## src/rtl/fetch_sequencer.sv

```systemverilog
// fetch_sequencer: loads the reset vector, fetches opcode plus operands, and hands instructions to the decoder
module fetch_sequencer #(
    parameter int REG_WIDTH = 8,
    parameter int ADDR_WIDTH = 16,
    parameter logic [ADDR_WIDTH-1:0] RESET_VECTOR = 16'hFFFC
) (
    input  logic                   clk,
    input  logic                   reset_n,
    output logic [ADDR_WIDTH-1:0]  mem_addr,
    output logic                   mem_rd,
    input  logic [REG_WIDTH-1:0]   mem_data,
    output logic [REG_WIDTH-1:0]   instruction_in,
    output logic [2*REG_WIDTH-1:0] operand,
    output logic [ADDR_WIDTH-1:0]  address_in,
    output logic                   instruction_ready,
    input  logic                   instruction_done,
    input  logic                   pc_load,
    input  logic [ADDR_WIDTH-1:0]  pc_load_addr,
    input  logic                   halt
);
    typedef enum logic [3:0] {
        VEC_LO_REQ, VEC_LO_CAP, VEC_HI_REQ, VEC_HI_CAP,
        OP_REQ, OP_CAP, B1_REQ, B1_CAP, B2_REQ, B2_CAP, ISSUE
    } state_t;
    state_t state, next_state;
    logic [ADDR_WIDTH-1:0] pc;
    logic [REG_WIDTH-1:0]  vec_lo;
    logic [1:0]            len;
    function automatic logic [1:0] op_len(input logic [REG_WIDTH-1:0] op);
        logic [2:0] aaa, bbb;
        logic [1:0] cc;
        aaa = op[7:5];
        bbb = op[4:2];
        cc  = op[1:0];
        return bbb[1:0] == 2'b01 ? 2'd2 :
               bbb[1:0] == 2'b11 ? 2'd3 :
               bbb == 3'b000 ? (op == REG_WIDTH'('h20) ? 2'd3 : (cc == 2'b01 || aaa[2]) ? 2'd2 : 2'd1) :
               bbb == 3'b010 ? (cc == 2'b01 ? 2'd2 : 2'd1) :
               bbb == 3'b100 ? (cc == 2'b10 ? 2'd1 : 2'd2) :
               (cc == 2'b01 ? 2'd3 : 2'd1);
    endfunction
    // State register; reset restarts the vector load
    always_ff @(posedge clk or negedge reset_n) begin
        if (!reset_n) state <= VEC_LO_REQ;
        else          state <= next_state;
    end
    // Next-state logic: REQ/CAP pairs per byte, halt only gates the opcode request
    always_comb begin
        next_state = state;
        case (state)
            VEC_LO_REQ: next_state = VEC_LO_CAP;
            VEC_LO_CAP: next_state = VEC_HI_REQ;
            VEC_HI_REQ: next_state = VEC_HI_CAP;
            VEC_HI_CAP: next_state = OP_REQ;
            OP_REQ:     next_state = halt ? OP_REQ : OP_CAP;
            OP_CAP:     next_state = op_len(mem_data) == 2'd1 ? ISSUE : B1_REQ;
            B1_REQ:     next_state = B1_CAP;
            B1_CAP:     next_state = len == 2'd2 ? ISSUE : B2_REQ;
            B2_REQ:     next_state = B2_CAP;
            B2_CAP:     next_state = ISSUE;
            ISSUE:      next_state = instruction_done ? OP_REQ : ISSUE;
            default:    next_state = VEC_LO_REQ;
        endcase
    end
    // Memory strobe, address and ready decode; forced low while reset is held
    always_comb begin
        mem_rd = reset_n && (state inside {VEC_LO_REQ, VEC_HI_REQ, B1_REQ, B2_REQ} || (state == OP_REQ && !halt));
        mem_addr = !reset_n             ? '0 :
                   state == VEC_LO_REQ  ? RESET_VECTOR :
                   state == VEC_HI_REQ  ? RESET_VECTOR + ADDR_WIDTH'(1) :
                   state == OP_REQ      ? pc :
                   state == B1_REQ      ? pc + ADDR_WIDTH'(1) :
                   state == B2_REQ      ? pc + ADDR_WIDTH'(2) : '0;
        instruction_ready = reset_n && state == ISSUE;
    end
    // Datapath: capture read bytes in CAP states, advance or reload PC on done
    always_ff @(posedge clk or negedge reset_n) begin
        if (!reset_n) begin
            pc             <= '0;
            vec_lo         <= '0;
            len            <= '0;
            instruction_in <= '0;
            operand        <= '0;
            address_in     <= '0;
        end else begin
            case (state)
                VEC_LO_CAP: vec_lo <= mem_data;
                VEC_HI_CAP: pc <= ADDR_WIDTH'({mem_data, vec_lo});
                OP_CAP: begin
                    instruction_in <= mem_data;
                    address_in     <= pc;
                    operand        <= '0;
                    len            <= op_len(mem_data);
                end
                B1_CAP: operand[REG_WIDTH-1:0] <= mem_data;
                B2_CAP: operand[2*REG_WIDTH-1:REG_WIDTH] <= mem_data;
                ISSUE:  if (instruction_done) pc <= pc_load ? pc_load_addr : pc + ADDR_WIDTH'(len);
                default: ;
            endcase
        end
    end
endmodule

```

## config.mk

```make
export PLATFORM = sky130hd
export DESIGN_NAME = fetch_sequencer
export DESIGN_NICKNAME = d
export VERILOG_FILES = /design/src/rtl/fetch_sequencer.sv
export SDC_FILE = /design/constraint.sdc
export NUM_CORES = 1
export LEC_CHECK = 0
export CAP_MARGIN = 20
export CORE_UTILIZATION = 50
export CTS_BUF_LIST = sky130_fd_sc_hd__clkbuf_2
export DETAILED_ROUTE_END_ITERATION = 12
export DONT_BUFFER_PORTS = 1
export PLACE_DENSITY = 0.79
export SKIP_LAST_GASP = 1
export SLEW_MARGIN = 10
export SYNTH_ARGS = -nofsm -noshare
export SYNTH_HDL_FRONTEND = slang
export SYNTH_SLANG_ARGS = --single-unit
```

## constraint.sdc

```tcl
create_clock -name clk -period 1.9 [get_ports clk]
set_input_delay 0.19 -clock clk [delete_from_list [all_inputs] [get_ports clk]]
set_output_delay 0.19 -clock clk [all_outputs]
set_load 0.01 [all_outputs]
```

== Word level (Yosys, flattened, before mapping) ==
Index checks and enable logic that the tools add are counted.

* Input bits: 29
* Bits in registers: 70

* Equal/unequal tests: 20
* Add/sub/neg operators: 3
* Mux-type cells: 26
* Reduce and logical (&&, ||, !) cells: 13

{| class="wikitable"
|+ Operator list
! operator !! number
|-
| 2-to-1 mux 16 bit || 8
|-
| case mux 4 bit (11 select lines) || 1
|-
| case mux 16 bit (2 select lines) || 1
|-
| case mux 8 bit (2 select lines) || 2
|-
| 2-to-1 mux 2 bit || 11
|-
| adder 16 x 1 -> 16 bit, second input constant || 1
|-
| adder 16 x 2 -> 16 bit || 1
|-
| adder 16 x 2 -> 16 bit, second input constant || 1
|-
| == test 4 x 3 -> 1 bit, second input constant || 4
|-
| == test 4 bit, second input constant || 3
|-
| == test 4 x 2 -> 1 bit, second input constant || 2
|-
| == test 8 x 6 -> 1 bit, second input constant || 1
|-
| 2-to-1 mux 4 bit || 2
|-
| == test 2 x 1 -> 1 bit, second input constant || 3
|-
| == test 2 bit, second input constant || 3
|-
| nonzero test 2 bit || 3
|-
| == test 4 x 1 -> 1 bit, second input constant || 1
|-
| zero test 4 bit || 1
|-
| nonzero test 4 bit || 1
|-
| == test 3 x 2 -> 1 bit, second input constant || 1
|-
| == test 3 bit, second input constant || 1
|-
| logical AND 1 bit || 3
|-
| zero test 3 bit || 1
|-
| logical OR 1 bit || 2
|-
| other kinds (4) || 4
|}

== Longest topological paths before layout ==
Gate-level depths: netlist of the first run.

* Depth in word-level cells: 10
* Gate-level depth with buffers: 8
* Depth with buffers taken out: 8

== Worst setup path after synthesis of the first run ==
OpenSTA, ideal clock, no wires.

* Path type: reg-to-reg
* Start point: register pc[0]
* End point: register pc[8]
* Buffers on the path: 0
* Required time: 1.774 ns
* Library setup time: 0.126 ns
* Cell stages (with the launch flop): 9
* Slack: -0.198 ns
* Clock period less this slack: 2.098 ns
* Arrival time: 1.971 ns
* Path through: dfrtp_1 > ha_1 > inv_1 > fa_1 > nand3b_1 > nor3_1 > xnor2_1 > a211oi_1 > a311o_1

* Longest elaborated chain between the ends: 4

{| class="wikitable"
|+ Ends and longest elaborated chain
! element !! line !! text
|-
| from (decl) || 26 || <nowiki>logic [ADDR_WIDTH-1:0] pc;</nowiki>
|-
| from (signal assigned) || 88 || <nowiki>VEC_HI_CAP: pc <= ADDR_WIDTH'({mem_data, vec_lo});</nowiki>
|-
| from (signal assigned) || 97 || <nowiki>ISSUE: if (instruction_done) pc <= pc_load ? pc_load_addr : pc + ADDR_WIDTH'(len);</nowiki>
|-
| adder 16 x 2 -> 16 bit || 97 ||
|-
| 2-to-1 mux 16 bit (2 in series) || 97 ||
|-
| case mux 16 bit (2 select lines) || 86 || <nowiki>case (state)</nowiki>
|}

No other way between the ends. The select of a mux whose other input is x is not followed.
A chain may end at the register's enable or synchronous reset.

== Worst setup path after layout of the first run ==
* Start point: register pc[1]
* End point: output port mem_addr[11]

* Longest elaborated chain between the ends: 7
* Elaborated cells on any way between the ends: 8
* Those cells by class: add/sub: 2; mux: 6

{| class="wikitable"
|+ Ends and longest elaborated chain
! element !! line !! text
|-
| adder 16 x 2 -> 16 bit || 73 || <nowiki>state == B2_REQ ? pc + ADDR_WIDTH'(2) : '0;</nowiki>
|-
| 2-to-1 mux 16 bit || 73 ||
|-
| 2-to-1 mux 16 bit * || 72 || <nowiki>state == B1_REQ ? pc + ADDR_WIDTH'(1) :</nowiki>
|-
| 2-to-1 mux 16 bit * || 71 || <nowiki>state == OP_REQ ? pc :</nowiki>
|-
| 2-to-1 mux 16 bit * || 70 || <nowiki>state == VEC_HI_REQ ? RESET_VECTOR + ADDR_WIDTH'(1) :</nowiki>
|-
| 2-to-1 mux 16 bit * || 69 || <nowiki>state == VEC_LO_REQ ? RESET_VECTOR :</nowiki>
|-
| 2-to-1 mux 16 bit * || 68 || <nowiki>mem_addr = !reset_n ? '0 :</nowiki>
|-
| to (decl) || 9 || <nowiki>output logic [ADDR_WIDTH-1:0] mem_addr,</nowiki>
|}

Every way passes the cells marked *; elsewhere a longest branch is shown, timed or not.

==> metrics.txt, run 1 <==
status=finished with violations; failing checks=hold timing, setup timing; largest net degree at the start of global routing=between 70 and 80; DP Area=4930 um2; hold slack=-2.20 ps; VDD IR max=858 uV; via count=~4900; drt initial violations=approximately 520; ranking of synthesized cells by area=dfrtp_1, nand2_1, o21ai_0; Startpoint Class=flip-flop; PnR Total Power=10.6 mW; Clock transition at path regs=around 190 ps; Top FF cell, synth=dfrtp_1; pwr/cell area=between 1500 and 2000 nW/um2; DP Wirelength=between 9000 and 10000 um; P_int=roughly 5.8 mW; die width=approximately 93 um; Net Sw Frac=between 40 and 50%; Design Area, Final=between 6000 and 7000 um2; ratio of cells with drive above 1 in the final layout=between 30 and 40%; Initial DRT Pass Iterations=6; Placeable Area=7890 um2; Root Driver=clkbuf_2; wire per inst=approximately 23 um; PortBufs=0; total grt overflow=0; Lkg Pwr=2.71 nW; sequential power share=between 20% and 30%; CP max-delay cell=dfrtp_1; RSZ-0062 raised after global routing=true; GRT Total Usage=35.8%; routed vias/inst=about 6.7; CP max FO=3; Sink Count=70; Synthesis Warnings=0; clock skew=around 32 ps; antenna violations before repair=0; Final nets=~650; fin. max-slew vios=0; fmax=roughly 0.37 GHz; Site Rows=32; transition time of the tightest slew-check pin=slightly above 600 ps; first-pass GRT wire length=between 20000 and 25000 um; final worst setup slack=-775 ps; GPL Wtd Cong=approximately 0.94; Syn Std Cell Area=slightly above 4000 um2; Routed WL=around 17000 um; number of global-route vias before repair=4567; post-place setup slack=-179 ps; Yosys top cell by area=dfrtp_1; Mapped Nets=roughly 520; Psw=slightly below 5 mW; Initial Util=between 50% and 60%; Worst path most repeated cell=buf_4; number of setup violations in the final report=69; critical path class=reg -> out; CTS Buf Count=9; CP arrival=around 2500 ps; H-tree levels=3; Chip Height=93.2 um; CTS tree=yes; Mean Syn Cell Area=between 8 and 9 um2; Gate Count Post-Synth=slightly below 500; # DRC=0; FFs w/ async S/R, synth=100%; max_slew headroom=just under 60%; synth unique cells=65; Comb pwr share=around three fifths; flops & latches, synth=70; Area Overhead vs Synth=46.8%; clock network fraction of total power=under 10%; Seq/Total Area, Yosys=42.2%; Worst path max stage delay=around 460 ps; Ports=87; Max Root-Sink Buffers=2; crit path time final=approximately 2700 ps; ANT nets after route=0; Tcrit/Tclk final=141%; CP Capture Type=primary output; hold crit path type=in -> reg; Final Hold Vio Count=1; post-synth top area share=a little over two fifths; Post-synth EDFFs=0; CP Cell Sequence=ha_2, buf_4, nand3_1, nor2_2, buf_4, a31oi_1, o31ai_1, a31oi_1, buf_4; Max-Cap Viols=0; Die ar.=around 8700 um2; ant diodes=0; worst endpoint required time=~1700 ps; clk_lat worst skew=530 ps
-- per-stage QoR --
step                      setup TNS, ps  instances  util, %
after floorplan                    -307        487        -
after global placement             -857        655     62.5
after detailed placement          -1900        655     62.5
after CTS                        -11000        701     71.9
after global routing             -20900        725     77.3
final                            -19080        725     77.3
-- area by class of cell --
cell class / instances / area (um2)
multi-input combinational: 372 / 2690
tap: 102 / 128
timing repair buffer: 153 / 1330
clock buffer: 9 / 45.0
fill: 480 / 1790
clock inverter: 7 / 96.3
inverter: 12 / 57.6
sequential: 70 / 1760
-- path summary, 6_finish.rpt --
path | startpoint | end | slack, ps | depth (start not counted)
setup / recovery | pc[1] | mem_addr[11] | -770 | 9
hold / removal | mem_data[4] | pc[12] | -2 | 3
setup reg to reg | state[2] | pc[13] | -480 | 11
hold reg to reg | vec_lo[3] | vec_lo[3] | 550 | 1
max in group asynchronous | reset_n | state[0] | 1390 | 2
min in group asynchronous | reset_n | address_in[8] | 130 | 2
-- repair_timing --
item                                   4_1_cts  5_1_grt
hold buffers                                20        1
pin swaps                                   24       23
setup endpoints to repair                   33       43
endpoints found under the hold margin      117        1
cloned                                       1        1
resized for setup                           76       60
setup buffers                               10       22
-- cell usage in the layout (no fill, tap or decap), types with 6 or more instances in the layout --
cell	instances
buf_4	108
buf_6	19
o211ai_1	7
nand4_1	6
a21oi_1	18
mux2_4	8
clkbuf_2	9
a21oi_2	9
nor2_1	22
dlygate4sd3_1	20
inv_1	10
nand3_1	9
a22o_1	9
nand2_1	100
o21ai_0	28
o21ai_1	8
dfrtp_1	66
-- sequential cells by signal, summed over array words and instances, names as in the netlist --
signal and cells:
state 4, operand 16, vec_lo 8, instruction_in 8, pc 16, address_in 16, len 2
-- cells by family after synthesis --
kind of cell	count (synthesis)	share of synthesized area [%]
xor gates and xnor gates	10	2.11
DFF	70	42.2
AOI/OAI and AO/OA	135	21.1
muxes	13	3.40
and+or+nand+nor	208	24.6
buffers and inverters	46	4.85
adders and majority gates	5	1.69
-- power groups by stage --
| stage | sequential (mW) | combinational [mW] | clock (mW) |
|---|---|---|---|
| after global routing | 3.14 | 6.82 | 1.10 |
| after floorplan | 2.79 | 2.80 | 0 |
| after global placement | 2.99 | 4.38 | 0 |
| after CTS | 3.00 | 5.31 | 1.02 |
| final | 3.10 | 6.46 | 1.03 |
| after detailed placement | 3.03 | 4.53 | 0 |
-- critical path: cells and delay by family (launching register included) --
kind                     cells  cell delay, ps
adder cells (fa/ha/maj)      1             230
AND/OR/NAND/NOR              2             340
AO/OA/AOI/OAI                3             530
buffers and inverters        3             430
flip-flops                   1             460
-- cells in the mapped netlist (all sizes together), types with 5 or more instances --
master,number
nand2,105
and3,8
a22o,9
a31oi,8
o21ai,41
inv,11
nand3,11
nor2,28
clkbuf,20
buf,14
mux2,9
a21oi,28
o31ai,6
xor2,5
nand4,6
xnor2,5
and2,5
nand2b,6
dfrtp,70
o211ai,7
or3,6
nor3,8
-- per-layer routing --
| metal | wire length [um] | share of wire [%] | track usage, % | vias to the layer above |
|---|---|---|---|---|
| met5 | 0 | 0 | 0 | - |
| met4 | 1020 | 6.1 | 19.6 | 0 |
| met3 | 1810 | 11 | 7.32 | 105 |
| met2 | 8010 | 48 | 59.1 | 408 |
| met1 | 5850 | 35 | 43.9 | 2328 |
| li1 | - | - | - | 2018 |
No activity file was read; power rests on OpenSTA's default activity.
==> inputs of run 2 (changes only) <==
--- a/config.mk
+++ b/config.mk
@@ -6,11 +6,13 @@
 export NUM_CORES = 1
 export LEC_CHECK = 0
 export CAP_MARGIN = 20
-export CORE_UTILIZATION = 50
+export CELL_PAD_IN_SITES_DETAIL_PLACEMENT = 0
+export CELL_PAD_IN_SITES_GLOBAL_PLACEMENT = 1
+export CORE_UTILIZATION = 44
 export CTS_BUF_LIST = sky130_fd_sc_hd__clkbuf_2
 export DETAILED_ROUTE_END_ITERATION = 12
 export DONT_BUFFER_PORTS = 1
-export PLACE_DENSITY = 0.79
+export PLACE_DENSITY = 0.89
 export SKIP_LAST_GASP = 1
 export SLEW_MARGIN = 10
 export SYNTH_ARGS = -nofsm -noshare
==> run 2 against run 1 <==
Net effect:
- the run ends with setup timing left
- global-route usage decreased by 4.6 points
- clock power increased by 9%
- fmax decreased by 2.7%
- critical endpoint is now mem_addr[10]
==> metrics.txt, run 2 (synthesis gave the netlist of run 1 again) <==
status=finished with violations; failing checks=setup timing; # DRC=0; post-place setup slack=-237 ps; CP Capture Type=primary output; fin. max-slew vios=0; clk_lat worst skew=580 ps; routed vias/inst=~6.4; transition time of the tightest slew-check pin=~670 ps; cells on worst reg2reg path=10; Worst Hold Depth=3; Max Root-Sink Buffers=2; pwr/cell area=between 1500 and 2000 nW/um2; Area Overhead vs Synth=56.4%; antenna violations before repair=0; reg2reg end=pc[6]; Lkg Pwr=approximately 2.9 nW; CTS tree=yes; total grt overflow=0; Worst Path Buf+Inv=1; Die ar.=a little under 10000 um2; wire per inst=about 22 um; final worst setup slack=-850 ps; Initial Util=~45%; fin cells=about 750; CP max FO=6; Startpoint Class=flip-flop; Tcrit/Tclk final=145%; Initial DRT Pass Iterations=5; PnR Total Power=11.0 mW; clock skew=~44 ps; Final nets=~660; Site Rows=35; Clock transition at path regs=roughly 250 ps; worst endpoint required time=between 1500 and 2000 ps; VDD IR max=approximately 900 uV; largest net degree at the start of global routing=about 70; Design Area, Final=between 6000 and 7000 um2; DP Cell Count=663; fmax=between 0.3 and 0.4 GHz; ant diodes=0; Chip Height=roughly 100 um; GRT Total Usage=between 30% and 40%; hold path startpoint=pc_load; die width=99.2 um; RSZ-0062 raised after global routing=true; Routed WL=16700 um; Ports=87; Worst path max stage delay=around 500 ps; most common cell after layout, fill and taps aside=nand2_1; critical path class=reg -> out; CP max-delay cell=dfrtp_2; via count=around 4700; number of global-route vias before repair=4392; Worst path top cell family by delay=simple AND/OR/NAND/NOR gates; Hold EP=pc[15]; crit path time final=2750 ps; drt initial violations=approximately 380; most frequent cells in the layout=nand2_1, buf_4, dfrtp_1; max_slew headroom=55.0%; Worst R2R Start=pc[0]; final setup TNS=-14520 ps; Root Driver=clkbuf_2; Final Hold Vio Count=0; Max-Cap Viols=0; number of setup violations in the final report=40; CP arrival=roughly 2600 ps; r2r setup slk=-240 ps; DP Area=just under 5000 um2; hold slack=around 5 ps; GPL Wtd Cong=slightly above 0.9; top flop regs=address_in (16), operand (16), pc (16); first-pass GRT wire length=about 24000 um; Sink Count=70; hold crit path type=in -> reg; Fillers=644; CP Cell Sequence=buf_6, or4b_4, o22ai_2, nand2_2, or3_4, a31oi_4; H-tree levels=3; PortBufs=0; Placeable Area=between 9000 and 10000 um2; DP Wirelength=just under 10000 um; CTS Buf Count=9; fin util=70.6%; ratio of cells with drive above 1 in the final layout=roughly 43%; ANT nets after route=0
-- run 2: power by group --
group	switching [mW]	internal (mW)
logic	3.46	3.39
registers	0.886	2.19
clock network	0.665	0.458
-- run 2: area by class of cell --
type / instances / area [um2] / share of cell area, %
tap: 111 / 139 / 2.14
inverter: 12 / 47.5 / 0.732
clock inverter: 7 / 106 / 1.64
sequential: 70 / 1760 / 27.0
timing repair buffer: 165 / 1490 / 23.0
clock buffer: 9 / 45.0 / 0.693
multi-input combinational: 371 / 2910 / 44.8
-- run 2: per-layer routing --
layer / share of wire (%) / up-vias / global-route usage, %
met5: 0 / - / 0
li1: - / 2039 / -
met4: 4.6 / 0 / 11.4
met2: 49 / 311 / 54.4
met1: 38 / 2299 / 39.5
met3: 7.8 / 87 / 4.99
-- run 2: worst max path at each step --
| stage | end | depth (start not counted) | from | slack (ps) |
|---|---|---|---|---|
| floorplan | pc[8] | 8 | pc[0] | -120 |
| global placement | mem_addr[11] | 9 | pc[1] | -250 |
| detailed placement | mem_addr[11] | 9 | pc[1] | -240 |
| CTS | mem_addr[10] | 5 | state[1] | -730 |
| global route | mem_addr[8] | 8 | state[2] | -890 |
| finish | mem_addr[10] | 6 | state[2] | -850 |
-- run 2: worst min-delay path, cell delays in order --
cell      delay [ps]
nor4_4            20
a311oi_2         240
o21ai_1           80
-- run 2: timing repair --
| item | 4_1_cts | 5_1_grt |
|---|---|---|
| hold endpoints to repair | 122 | 0 |
| setup buffers | 22 | 20 |
| gates resized for setup | 82 | 106 |
| pin swaps | 29 | 45 |
| hold buffers | 28 | 0 |
| endpoints found under the setup margin | 33 | 41 |
